**src/rtl/uart_pkg.sv**
```systemverilog
// Shared types and constants for the UART receiver.
// Optional parity support is selected with UART_RX_PARITY_EN.
package uart_pkg;

  localparam int DATA_BITS       = 8;
  localparam int ACQ_PER_BIT_DEF = 16;

`ifdef UART_RX_PARITY_EN
  typedef enum logic [2:0] {
    ST_IDLE,
    ST_START,
    ST_DATA,
    ST_PARITY,
    ST_STOP
  } rx_state_e;
`else
  typedef enum logic [2:0] {
    ST_IDLE,
    ST_START,
    ST_DATA,
    ST_STOP
  } rx_state_e;
`endif

  function automatic logic maj3(
    input logic a,
    input logic b,
    input logic c
  );
    return (a & b) | (a & c) | (b & c);
  endfunction

endpackage

```
**src/rtl/uart_bit_sampler.sv**
```systemverilog
// Line synchronizer, per-bit strobe counter and 3-sample vote.
// Builds with or without UART_RX_PARITY_EN (no difference here).
module uart_bit_sampler
  import uart_pkg::*;
#(
  parameter int ACQ_PER_BIT = ACQ_PER_BIT_DEF
) (
  input  logic clk,
  input  logic rst,
  input  logic acq_i,
  input  logic rx_i,
  input  logic en_i,
  input  logic clr_i,
  output logic rx_o,
  output logic mid_o,
  output logic vote_o,
  output logic wrap_o
);

  localparam logic [3:0] MID  = 4'(ACQ_PER_BIT / 2);
  localparam logic [3:0] MIDM = 4'(ACQ_PER_BIT / 2 - 1);
  localparam logic [3:0] MIDP = 4'(ACQ_PER_BIT / 2 + 1);
  localparam logic [3:0] LAST = 4'(ACQ_PER_BIT - 1);

  logic [1:0] sync_q, sync_d;
  logic [3:0] cnt_q, cnt_d;
  logic [1:0] smp_q, smp_d;
  logic       tick;

  assign rx_o = sync_q[1];
  assign tick = acq_i & en_i;

  always_comb begin
    sync_d = {sync_q[0], rx_i};
    cnt_d  = cnt_q;
    smp_d  = smp_q;
    if (clr_i) begin
      cnt_d = '0;
    end else if (tick) begin
      cnt_d = (cnt_q == LAST) ? 4'd0 : cnt_q + 4'd1;
      if (cnt_q == MIDM) smp_d[0] = rx_o;
      if (cnt_q == MID)  smp_d[1] = rx_o;
    end
  end

  // third sample is the live line at MID+1
  assign mid_o  = tick & (cnt_q == MIDP);
  assign wrap_o = tick & (cnt_q == LAST);
  assign vote_o = maj3(smp_q[0], smp_q[1], rx_o);

  always_ff @(posedge clk) begin
    if (rst) begin
      sync_q <= 2'b11;
      cnt_q  <= '0;
      smp_q  <= '0;
    end else begin
      sync_q <= sync_d;
      cnt_q  <= cnt_d;
      smp_q  <= smp_d;
    end
  end

endmodule

```
**src/rtl/uart_rx_core.sv**
```systemverilog
// UART receiver: start + 8 data (+ parity) + stop, valid/ready output.
// Define UART_RX_PARITY_EN to include the parity bit and check.
module uart_rx_core #(
  parameter int ACQ_PER_BIT = uart_pkg::ACQ_PER_BIT_DEF,
  parameter int DATA_BITS   = uart_pkg::DATA_BITS
) (
  input  logic       clk,
  input  logic       rst,
  input  logic       AcqSig_i,
  input  logic       Rx_i,
  input  logic       ParityEn_i,
  input  logic       ParityOdd_i,
  output logic [7:0] Data_o,
  output logic       DataValid_o,
  input  logic       DataReady_i,
  output logic       FrameErr_o,
  output logic       ParityErr_o,
  output logic       Overrun_o,
  output logic       Busy_o
);

  import uart_pkg::*;

  localparam int          BW   = $clog2(DATA_BITS);
  localparam logic [BW-1:0] LIDX = BW'(DATA_BITS - 1);

  rx_state_e state_q, state_d;
  logic [BW-1:0] idx_q, idx_d;
  logic [7:0]    shf_q, shf_d;
  logic          ld_q, ld_d;
  logic [7:0]    ldat_q, ldat_d;
  logic          lfe_q, lfe_d;
  logic [7:0]    data_q, data_d;
  logic          val_q, val_d;
  logic          fe_q, fe_d;
  logic          ovr_q, ovr_d;
  logic          rx_s, mid, vote, wrap, clr, en;
  logic          start_det;

  uart_bit_sampler #(
    .ACQ_PER_BIT(ACQ_PER_BIT)
  ) u_smp (
    .clk   (clk),
    .rst   (rst),
    .acq_i (AcqSig_i),
    .rx_i  (Rx_i),
    .en_i  (en),
    .clr_i (clr),
    .rx_o  (rx_s),
    .mid_o (mid),
    .vote_o(vote),
    .wrap_o(wrap)
  );

  assign en        = (state_q != ST_IDLE);
  assign start_det = (state_q == ST_IDLE) & AcqSig_i & ~rx_s;
  assign clr       = start_det;

`ifdef UART_RX_PARITY_EN
  logic pen_q, pen_d;
  logic podd_q, podd_d;
  logic perr_q, perr_d;
  logic lpe_q, lpe_d;
  logic pe_q, pe_d;

  always_comb begin
    pen_d  = pen_q;
    podd_d = podd_q;
    perr_d = perr_q;
    lpe_d  = lpe_q;
    if (start_det) begin
      pen_d  = ParityEn_i;
      podd_d = ParityOdd_i;
      perr_d = 1'b0;
    end
    if (state_q == ST_PARITY && mid)
      perr_d = ((^shf_q) ^ vote) != podd_q;
    if (state_q == ST_STOP && mid)
      lpe_d = perr_q;
  end

  always_ff @(posedge clk) begin
    if (rst) begin
      pen_q  <= 1'b0;
      podd_q <= 1'b0;
      perr_q <= 1'b0;
      lpe_q  <= 1'b0;
    end else begin
      pen_q  <= pen_d;
      podd_q <= podd_d;
      perr_q <= perr_d;
      lpe_q  <= lpe_d;
    end
  end
`else
  logic unused_par;
  assign unused_par = ParityEn_i ^ ParityOdd_i;
`endif

  always_comb begin
    state_d = state_q;
    idx_d   = idx_q;
    shf_d   = shf_q;
    ld_d    = 1'b0;
    ldat_d  = ldat_q;
    lfe_d   = lfe_q;
    unique case (state_q)
      ST_IDLE: begin
        if (start_det) begin
          state_d = ST_START;
          idx_d   = '0;
        end
      end
      ST_START: begin
        if (mid && vote) state_d = ST_IDLE;
        else if (wrap)   state_d = ST_DATA;
      end
      ST_DATA: begin
        if (mid) shf_d = {vote, shf_q[7:1]};
        if (wrap) begin
          idx_d = idx_q + 1'b1;
          if (idx_q == LIDX) begin
`ifdef UART_RX_PARITY_EN
            state_d = pen_q ? ST_PARITY : ST_STOP;
`else
            state_d = ST_STOP;
`endif
          end
        end
      end
`ifdef UART_RX_PARITY_EN
      ST_PARITY: begin
        if (wrap) state_d = ST_STOP;
      end
`endif
      ST_STOP: begin
        // leave at the vote so the next start edge is caught in time
        if (mid) begin
          ld_d    = 1'b1;
          ldat_d  = shf_q;
          lfe_d   = ~vote;
          state_d = ST_IDLE;
        end
      end
      default: state_d = ST_IDLE;
    endcase
  end

  always_comb begin
    data_d = data_q;
    val_d  = val_q;
    fe_d   = fe_q;
    ovr_d  = 1'b0;
`ifdef UART_RX_PARITY_EN
    pe_d   = pe_q;
`endif
    if (ld_q) begin
      if (!val_q || DataReady_i) begin
        data_d = ldat_q;
        fe_d   = lfe_q;
        val_d  = 1'b1;
`ifdef UART_RX_PARITY_EN
        pe_d   = lpe_q;
`endif
      end else begin
        ovr_d = 1'b1;
      end
    end else if (val_q && DataReady_i) begin
      val_d = 1'b0;
    end
  end

  always_ff @(posedge clk) begin
    if (rst) begin
      state_q <= ST_IDLE;
      idx_q   <= '0;
      shf_q   <= '0;
      ld_q    <= 1'b0;
      ldat_q  <= '0;
      lfe_q   <= 1'b0;
      data_q  <= '0;
      val_q   <= 1'b0;
      fe_q    <= 1'b0;
      ovr_q   <= 1'b0;
    end else begin
      state_q <= state_d;
      idx_q   <= idx_d;
      shf_q   <= shf_d;
      ld_q    <= ld_d;
      ldat_q  <= ldat_d;
      lfe_q   <= lfe_d;
      data_q  <= data_d;
      val_q   <= val_d;
      fe_q    <= fe_d;
      ovr_q   <= ovr_d;
    end
  end

`ifdef UART_RX_PARITY_EN
  always_ff @(posedge clk) begin
    if (rst) pe_q <= 1'b0;
    else     pe_q <= pe_d;
  end
  assign ParityErr_o = pe_q;
`else
  assign ParityErr_o = 1'b0;
`endif

  assign Data_o      = data_q;
  assign DataValid_o = val_q;
  assign FrameErr_o  = fe_q;
  assign Overrun_o   = ovr_q;
  assign Busy_o      = en;

endmodule

```
**config.mk**
```make
export PLATFORM = sky130hd
export DESIGN_NAME = uart_rx_core
export DESIGN_NICKNAME = d
export VERILOG_FILES = /design/src/rtl/uart_pkg.sv /design/src/rtl/uart_bit_sampler.sv /design/src/rtl/uart_rx_core.sv
export SDC_FILE = /design/constraint.sdc
export NUM_CORES = 1
export LEC_CHECK = 0
export ABC_AREA = 1
export ABC_CLOCK_PERIOD_IN_PS = 3200
export CAP_MARGIN = 20
export CORE_MARGIN = 4
export CORE_UTILIZATION = 55
export CTS_CLUSTER_DIAMETER = 100
export DETAILED_ROUTE_END_ITERATION = 8
export PLACE_DENSITY_LB_ADDON = 0.05
export SYNTH_ARGS = -nofsm -noshare
export SYNTH_HDL_FRONTEND = slang
export SYNTH_HIERARCHICAL = 1
export SYNTH_SLANG_ARGS = --single-unit
```
**constraint.sdc**
```tcl
create_clock -name clk -period 3.2 [get_ports clk]
set_input_delay 0.32 -clock clk [delete_from_list [all_inputs] [get_ports clk]]
set_output_delay 0.32 -clock clk [all_outputs]
set_load 0.005 [all_outputs]
```
==> reports/results.ini, run 1 <==
[clock_tree]
clk_lat_worst_skew_ns = 0.34
numCtsBuffers = 5
clk_transition_reported_paths_ns = 0.11
post_cts_setup_driven_buffer_insertion_count = 0
root_buffer = sky130_fd_sc_hd__clkbuf_4
holdBufCountCts = 0
cts.repair.resized = 0
tritoncts_num_sinks = 42
cts_tree = yes
htreeDepth = 2
ctsLongestPathBuffers = 2

[synthesis]
post_synth_xor_xnor_area = 0.00497
syn_area_per_cell_um2 = 7.86
ys.flop_type = sky130_fd_sc_hd__dfxtp_1
synth_compound_gate_area_share = 0.171
netlist_area_um2 = 1760
synth_top_cell_by_area = sky130_fd_sc_hd__dfxtp_1
ys.warnings.count = 6
post_synth_fa_ha_maj_area_fraction = 0.0483
synth_cell_type_count = 28
synth_enable_flop_cells = 0
share_of_synthesized_area_spent_on_multiplexers = 0
synth_area_leaders = sky130_fd_sc_hd__dfxtp_1, sky130_fd_sc_hd__a21oi_1, sky130_fd_sc_hd__nand2_1, sky130_fd_sc_hd__inv_1, sky130_fd_sc_hd__o21ai_0
synth_seq_area_share = 0.477
synth-async-reset-ratio = 0
synthesis.nets = 237
yosys_reg_bits = 42
synthCells = 224
synth_largest_type_area_fraction = 0.477
synth_top_family_by_area = simple AND/OR/NAND/NOR gates
yosys.area_share.simple = 0.207

[place]
dp.final_hpwl_mm = 2.27
detailedPlace.worstSlack_ns = 1.01
gp_congestion = 0.793
io_buffers = 16

[worst_setup_path]
timing.critical_path.fanout_max = 19
regToRegEndpoint = lfe_q
worst_r2r_path_depth = 8
cp_data_arrival_time_ns = 2.31
regToRegSetupSlack_ns = 1.17
startpoint_type = flop
worstReg2RegStart = state_q[1]
worst_ep_required_time_ns = 3.48
timing_worst_setup_path_type = flop to flop
critical_path.endpoint_type = flop

[floorplan]
initial_core_utilization = 0.577
floorplan.io_pins = 20
die_y_um = 64.6
design.core.area_um2 = 3050
placement_rows = 20
die-width_um = 64.6
die_area_um2 = 4170

[timing]
max_freq_mhz = 492
layout_min_cycle_time_ns = 2.03
rsz0062_at_grt = no
worst_clock_skew_ns = 0.00176
timing_hold_violations_final = 0
worst_slew_pin_tran_ns = 0.530
number_of_slew_limit_violations_in_the_final_report = 0
setup_ws_ns = 1.17
timing.final.setup_violations = 0
final.setup.tns_ns = 0
post-route-period-util = 0.635
timing.slew.headroom = 0.646

[layout]
commonest_non_fill_non_tap_cells_in_the_layout = sky130_fd_sc_hd__dfxtp_1, sky130_fd_sc_hd__a21oi_1, sky130_fd_sc_hd__nand2_1, sky130_fd_sc_hd__inv_1, sky130_fd_sc_hd__o21ai_0
layout_commonest_cell = sky130_fd_sc_hd__dfxtp_1
antenna_diode_count = 0
layout-area-overhead-vs-synth_pct = 14.0
fin_nets = 254
layout-drive-gt1-share = 0.112

[min_path]
worst_hold_startpoint = u_smp/sync_q[0]
hold_path_depth = 1
min-delay-path-class = flop to flop
timing.hold.worst_endpoint = u_smp/sync_q[1]

[route]
drtPass1Iterations = 4
remaining_antenna_violation_count = 0
first_iter_violations = 67
drt_wl_total_mm = 3.08
route.detailed.vias_per_inst = 5.02
post-route-drc-count = 0
wl_per_cell_um = 10.8
route.vias.total = 1437

[power]
power_per_cell_area_nw_per_um2 = 515
power_leakage_nw = 0.805
peakVddDrop_uv = 250

[flow_run]
max_cap_violations = 0

[global_route]
grt_antenna_before_repair = 0
grt_pass1_wl_mm = 5.53
grt-ovfl-total = 0
grt_pass1_vias = 1310
grt_max_degree = 23
grtUsageTotal = 0.168

[run_status]
status = finished clean

==> cells in the mapped netlist (2+ instances only) <==
| library cell | instances |
|---|---|
| sky130_fd_sc_hd__dfxtp_1 | 42 |
| sky130_fd_sc_hd__buf_2 | 2 |
| sky130_fd_sc_hd__o21ai_1 | 5 |
| sky130_fd_sc_hd__clkbuf_1 | 3 |
| sky130_fd_sc_hd__a21oi_1 | 35 |
| sky130_fd_sc_hd__nor3_1 | 4 |
| sky130_fd_sc_hd__inv_1 | 25 |
| sky130_fd_sc_hd__buf_4 | 3 |
| sky130_fd_sc_hd__o21ai_0 | 17 |
| sky130_fd_sc_hd__nor2_1 | 15 |
| sky130_fd_sc_hd__inv_2 | 5 |
| sky130_fd_sc_hd__nor2_2 | 5 |
| sky130_fd_sc_hd__ha_1 | 6 |
| sky130_fd_sc_hd__or2_2 | 2 |
| sky130_fd_sc_hd__nand2_1 | 28 |
| sky130_fd_sc_hd__nand3_1 | 15 |
==> layout make-up <==
class	instances	area [µm²]
well taps	44	55.1
flip-flops and latches	42	841
clock buffers	7	55.1
fillers	292	1040
clock inverters	1	5.00
multi-input cells	144	764
repair buffers	18	175
inverters	30	113
==> worst max-delay path, stage by stage (launching register included) <==
cell                      delay (ns)
sky130_fd_sc_hd__dfxtp_1        0.47
sky130_fd_sc_hd__nor2_1         0.13
sky130_fd_sc_hd__inv_1          0.13
sky130_fd_sc_hd__nand2_4        0.11
sky130_fd_sc_hd__nor3b_1        0.21
sky130_fd_sc_hd__buf_4          0.22
sky130_fd_sc_hd__nand3_2        0.29
sky130_fd_sc_hd__or2_0          0.30
sky130_fd_sc_hd__a21oi_1        0.11
==> power breakdown <==
group / internal, mW / switching, mW / total, mW / leakage, nW
Sequential: 0.543 / 0.0294 / 0.572 / 0.339
Combinational: 0.0760 / 0.125 / 0.201 / 0.430
Clock: 0.107 / 0.154 / 0.261 / 0.0353
Total: 0.725 / 0.309 / 1.03 / 0.805
==> through the flow <==
step / cells / cell area (µm²) / power [mW] / hold WS (ns) / utilization
2_1_floorplan: 224 / 1760 / 0.736 / 0.389 / -
3_3_place_gp: 278 / 1950 / 0.776 / 0.391 / 0.638
3_5_place_dp: 278 / 1950 / 0.786 / 0.393 / 0.638
4_1_cts: 286 / 2010 / 1.05 / 0.421 / 0.658
5_1_grt: 286 / 2010 / 1.10 / 0.463 / 0.658
6_report: 286 / 2010 / 1.03 / 0.418 / 0.658
==> worst max-delay path by stage <==
stage                          start  cells past startpoint  slack (ns)          to
after floorplan           state_q[1]                     12        1.36  state_q[1]
after global placement      AcqSig_i                      7        1.04       lfe_q
after detailed placement    AcqSig_i                      7        1.01       lfe_q
after CTS                 state_q[0]                      8        1.14       lfe_q
after global routing      state_q[0]                      8        0.89   ldat_q[3]
final                     state_q[1]                      8        1.17       lfe_q
==> flip-flops by register name (all words and copies together), names as in the netlist <==
name          flops
state_q           2
u_smp/sync_q      2
FrameErr_o        1
lfe_q             1
ld_q              1
idx_q             3
u_smp/cnt_q       4
shf_q             8
ldat_q            8
Overrun_o         1
u_smp/smp_q       2
Data_o            8
DataValid_o       1
==> routing by layer <==
metal,GRT usage,vias up,wire length (µm)
li1,-,762,-
met1,0.183,645,1430
met2,0.305,24,1450
met3,0.0589,6,148
met4,0.0475,0,41
met5,0,-,0
==> cell families (layout without fill, tap and decap cells) <==
kind of cell	Yosys count	after routing
other	1	1
adders and majority gates	7	7
buffers and inverters	38	56
and+or+nand+nor	76	76
AOI/OAI and AO/OA	59	59
xor gates and xnor gates	1	1
DFF	42	42
Note: power is estimated with default switching activity, not from simulation.
==> run 2, diff against run 1 <==
- ABC_CLOCK_PERIOD_IN_PS: 3200 -> 1770
- CORE_UTILIZATION: 55 -> 49
- clock period: 3.2 -> 1.77 ns (I/O delays scaled with it)
==> run 2 against run 1 <==
  * Die area increased by 11%
  * First-iteration DRC count rose by 42%
  * Total power is 100% higher
  * Sequential power grew 77%
  * Sequential share of layout area is 2.1 points lower
  * Worst hold slack lost 0.037 ns
  * Via count grew 2.7%
==> reports/results.ini, run 2 (synthesized netlist as in run 1, its figures left out) <==
[layout]
fin_nets = 262  ; +3.1%
multiInputGateArea_um2 = 776  ; +1.5%
layout-drive-gt1-share = 0.145  ; +0.0330
antenna_diode_count = 0  ; unchanged
layout.core_utilization = 0.619  ; -0.0384
layout-area-overhead-vs-synth_pct = 20.1
commonest_non_fill_non_tap_cells_in_the_layout = sky130_fd_sc_hd__dfxtp_1, sky130_fd_sc_hd__a21oi_1, sky130_fd_sc_hd__nand2_1, sky130_fd_sc_hd__inv_1, sky130_fd_sc_hd__o21ai_0
final.fill_count = 302  ; +3.4%
layout_commonest_cell = sky130_fd_sc_hd__dfxtp_1
regArea_um2 = 841  ; unchanged

[worst_setup_path]
cp_top_family = buffers and inverters
startpoint_type = flop
cp_data_arrival_time_ns = 1.47  ; -0.84 ns
critical_path.endpoint_type = output pin
regToRegSetupSlack_ns = 0.19  ; -0.98 ns
max_stage_delay_ns = 0.46  ; about the same
worst_ep_required_time_ns = 1.59  ; -1.89 ns
crit_path_cell_trace = nor2_1 > inv_1 > clkdlybuf4s50_1
critical_path.n_buffers_inverters = 2  ; unchanged
timing_worst_setup_path_type = flop to output pin
timing.critical_path.fanout_max = 3  ; -16
slowest_stage = sky130_fd_sc_hd__clkdlybuf4s50_1

[clock_tree]
cts_tree = yes
post_cts_setup_driven_buffer_insertion_count = 0  ; unchanged
clk_transition_reported_paths_ns = 0.12  ; about the same
numCtsBuffers = 5  ; unchanged
ctsLongestPathBuffers = 2  ; unchanged
clk_lat_worst_skew_ns = 0.34  ; about the same
htreeDepth = 2  ; unchanged
root_buffer = sky130_fd_sc_hd__clkbuf_4
tritoncts_num_sinks = 42  ; unchanged

[route]
first_iter_violations = 95  ; +42%
post-route-drc-count = 0  ; unchanged
route.vias.total = 1476  ; +2.7%
wl_per_cell_um = 11.2  ; +3.9%
drtPass1Iterations = 4  ; unchanged
remaining_antenna_violation_count = 0  ; unchanged
drt_wl_total_mm = 3.30  ; +7.2%
route.detailed.vias_per_inst = 5.00  ; -0.42%

[floorplan]
die_area_um2 = 4620  ; +11%
initial_core_utilization = 0.516  ; -0.0613
floorplan.io_pins = 20  ; unchanged
placement_rows = 21  ; +5.0%
die-width_um = 68.0  ; +5.2%
die_y_um = 68.0  ; +5.2%
design.core.area_um2 = 3420  ; +12%

[timing]
timing_hold_violations_final = 0  ; unchanged
max_freq_mhz = 608
post-route-period-util = 0.929
whs_ns = 0.381  ; -0.0373 ns
timing.final.setup_violations = 0  ; unchanged
layout_min_cycle_time_ns = 1.65
number_of_slew_limit_violations_in_the_final_report = 0  ; unchanged
final.setup.tns_ns = 0  ; unchanged
rsz0062_at_grt = no
setup_ws_ns = 0.125  ; -1.04 ns
worst_clock_skew_ns = 0.00919  ; +0.00743 ns

[min_path]
min-delay-path-class = primary input to flop

[global_route]
grt_pass1_vias = 1405  ; +7.3%
grt_antenna_before_repair = 0  ; unchanged
grt-ovfl-total = 0  ; unchanged
grt_pass1_wl_mm = 6.00  ; +8.5%
grt_max_degree = 23  ; unchanged
grtUsageTotal = 0.171  ; +0.00335

[power]
power_per_cell_area_nw_per_um2 = 979  ; +90%
power_leakage_nw = 0.876  ; +8.8%
peakVddDrop_uv = 662  ; +160%

[place]
gp_congestion = 0.806  ; +1.6%
dp.final_hpwl_mm = 2.43  ; +7.4%
detailedPlace.worstSlack_ns = -0.0481  ; -1.06 ns
io_buffers = 16  ; unchanged

[flow_run]
max_cap_violations = 0  ; unchanged

[run_status]
status = finished clean

-- run 2: changes by cell type in the layout (fill, tap and decap cells not counted) --
cell and change:
sky130_fd_sc_hd__clkinv_2 -1, sky130_fd_sc_hd__buf_4 +7, sky130_fd_sc_hd__buf_12 +1, sky130_fd_sc_hd__nor3b_4 +1, sky130_fd_sc_hd__bufinv_16 +1, sky130_fd_sc_hd__nor3b_1 -1, sky130_fd_sc_hd__clkbuf_1 -1
-- run 2: stage by stage --
stage                     power, mW  instance area [µm²]  std cells
after global routing           2.21                 2120        295
after floorplan                1.33                 1770        224
final                          2.07                 2120        295
after detailed placement       1.47                 2030        288
after CTS                      2.10                 2110        295
after global placement         1.45                 2030        288
-- run 2: routing by layer --
metal  up-vias  wire length (µm)  track usage
li1        781                 -            -
met1       671              1480        0.195
met2        18              1640        0.297
met3         6               117       0.0493
met4         0                53       0.0720
met5         -                 0            0
-- run 2: area by class of cell --
type                    count  area share
flip-flops and latches     42       0.397
multi-input cells         144       0.367
repair buffers             26       0.117
inverters                  30      0.0532
well taps                  46      0.0272
clock buffers               6      0.0242
clock inverters             1      0.0142
-- run 2: worst register-to-register path: stages, from the launching register on --
cell and delay (ns):
sky130_fd_sc_hd__dfxtp_1 0.46, sky130_fd_sc_hd__ha_1 0.19, sky130_fd_sc_hd__nor3b_4 0.26, sky130_fd_sc_hd__buf_4 0.21
sky130_fd_sc_hd__nand2_1 0.18, sky130_fd_sc_hd__nand2_1 0.11, sky130_fd_sc_hd__a21oi_1 0.06
-- run 2: what timing repair did --
| item | CTS | global route |
|---|---|---|
| resized for setup | 0 | 1 |
| hold buffers | 0 | 0 |
| setup endpoints to repair | 0 | 5 |
-- run 2: power breakdown --
part	total [mW]	leakage (nW)	internal [mW]	switching, mW
registers	1.01	0.339	0.981	0.0297
logic	0.447	0.492	0.179	0.268
clock network	0.615	0.0443	0.329	0.286
total	2.07	0.876	1.49	0.583
-- run 2: path summary, 6_finish.rpt --
| check | depth (start not counted) | endpoint | startpoint |
|---|---|---|---|
| max | 3 | Busy_o | state_q[1] |
| min | 2 | u_smp/sync_q[0] | Rx_i |
| max reg2reg | 6 | shf_q[5] | u_smp/cnt_q[0] |
| min reg2reg | 1 | u_smp/sync_q[1] | u_smp/sync_q[0] |
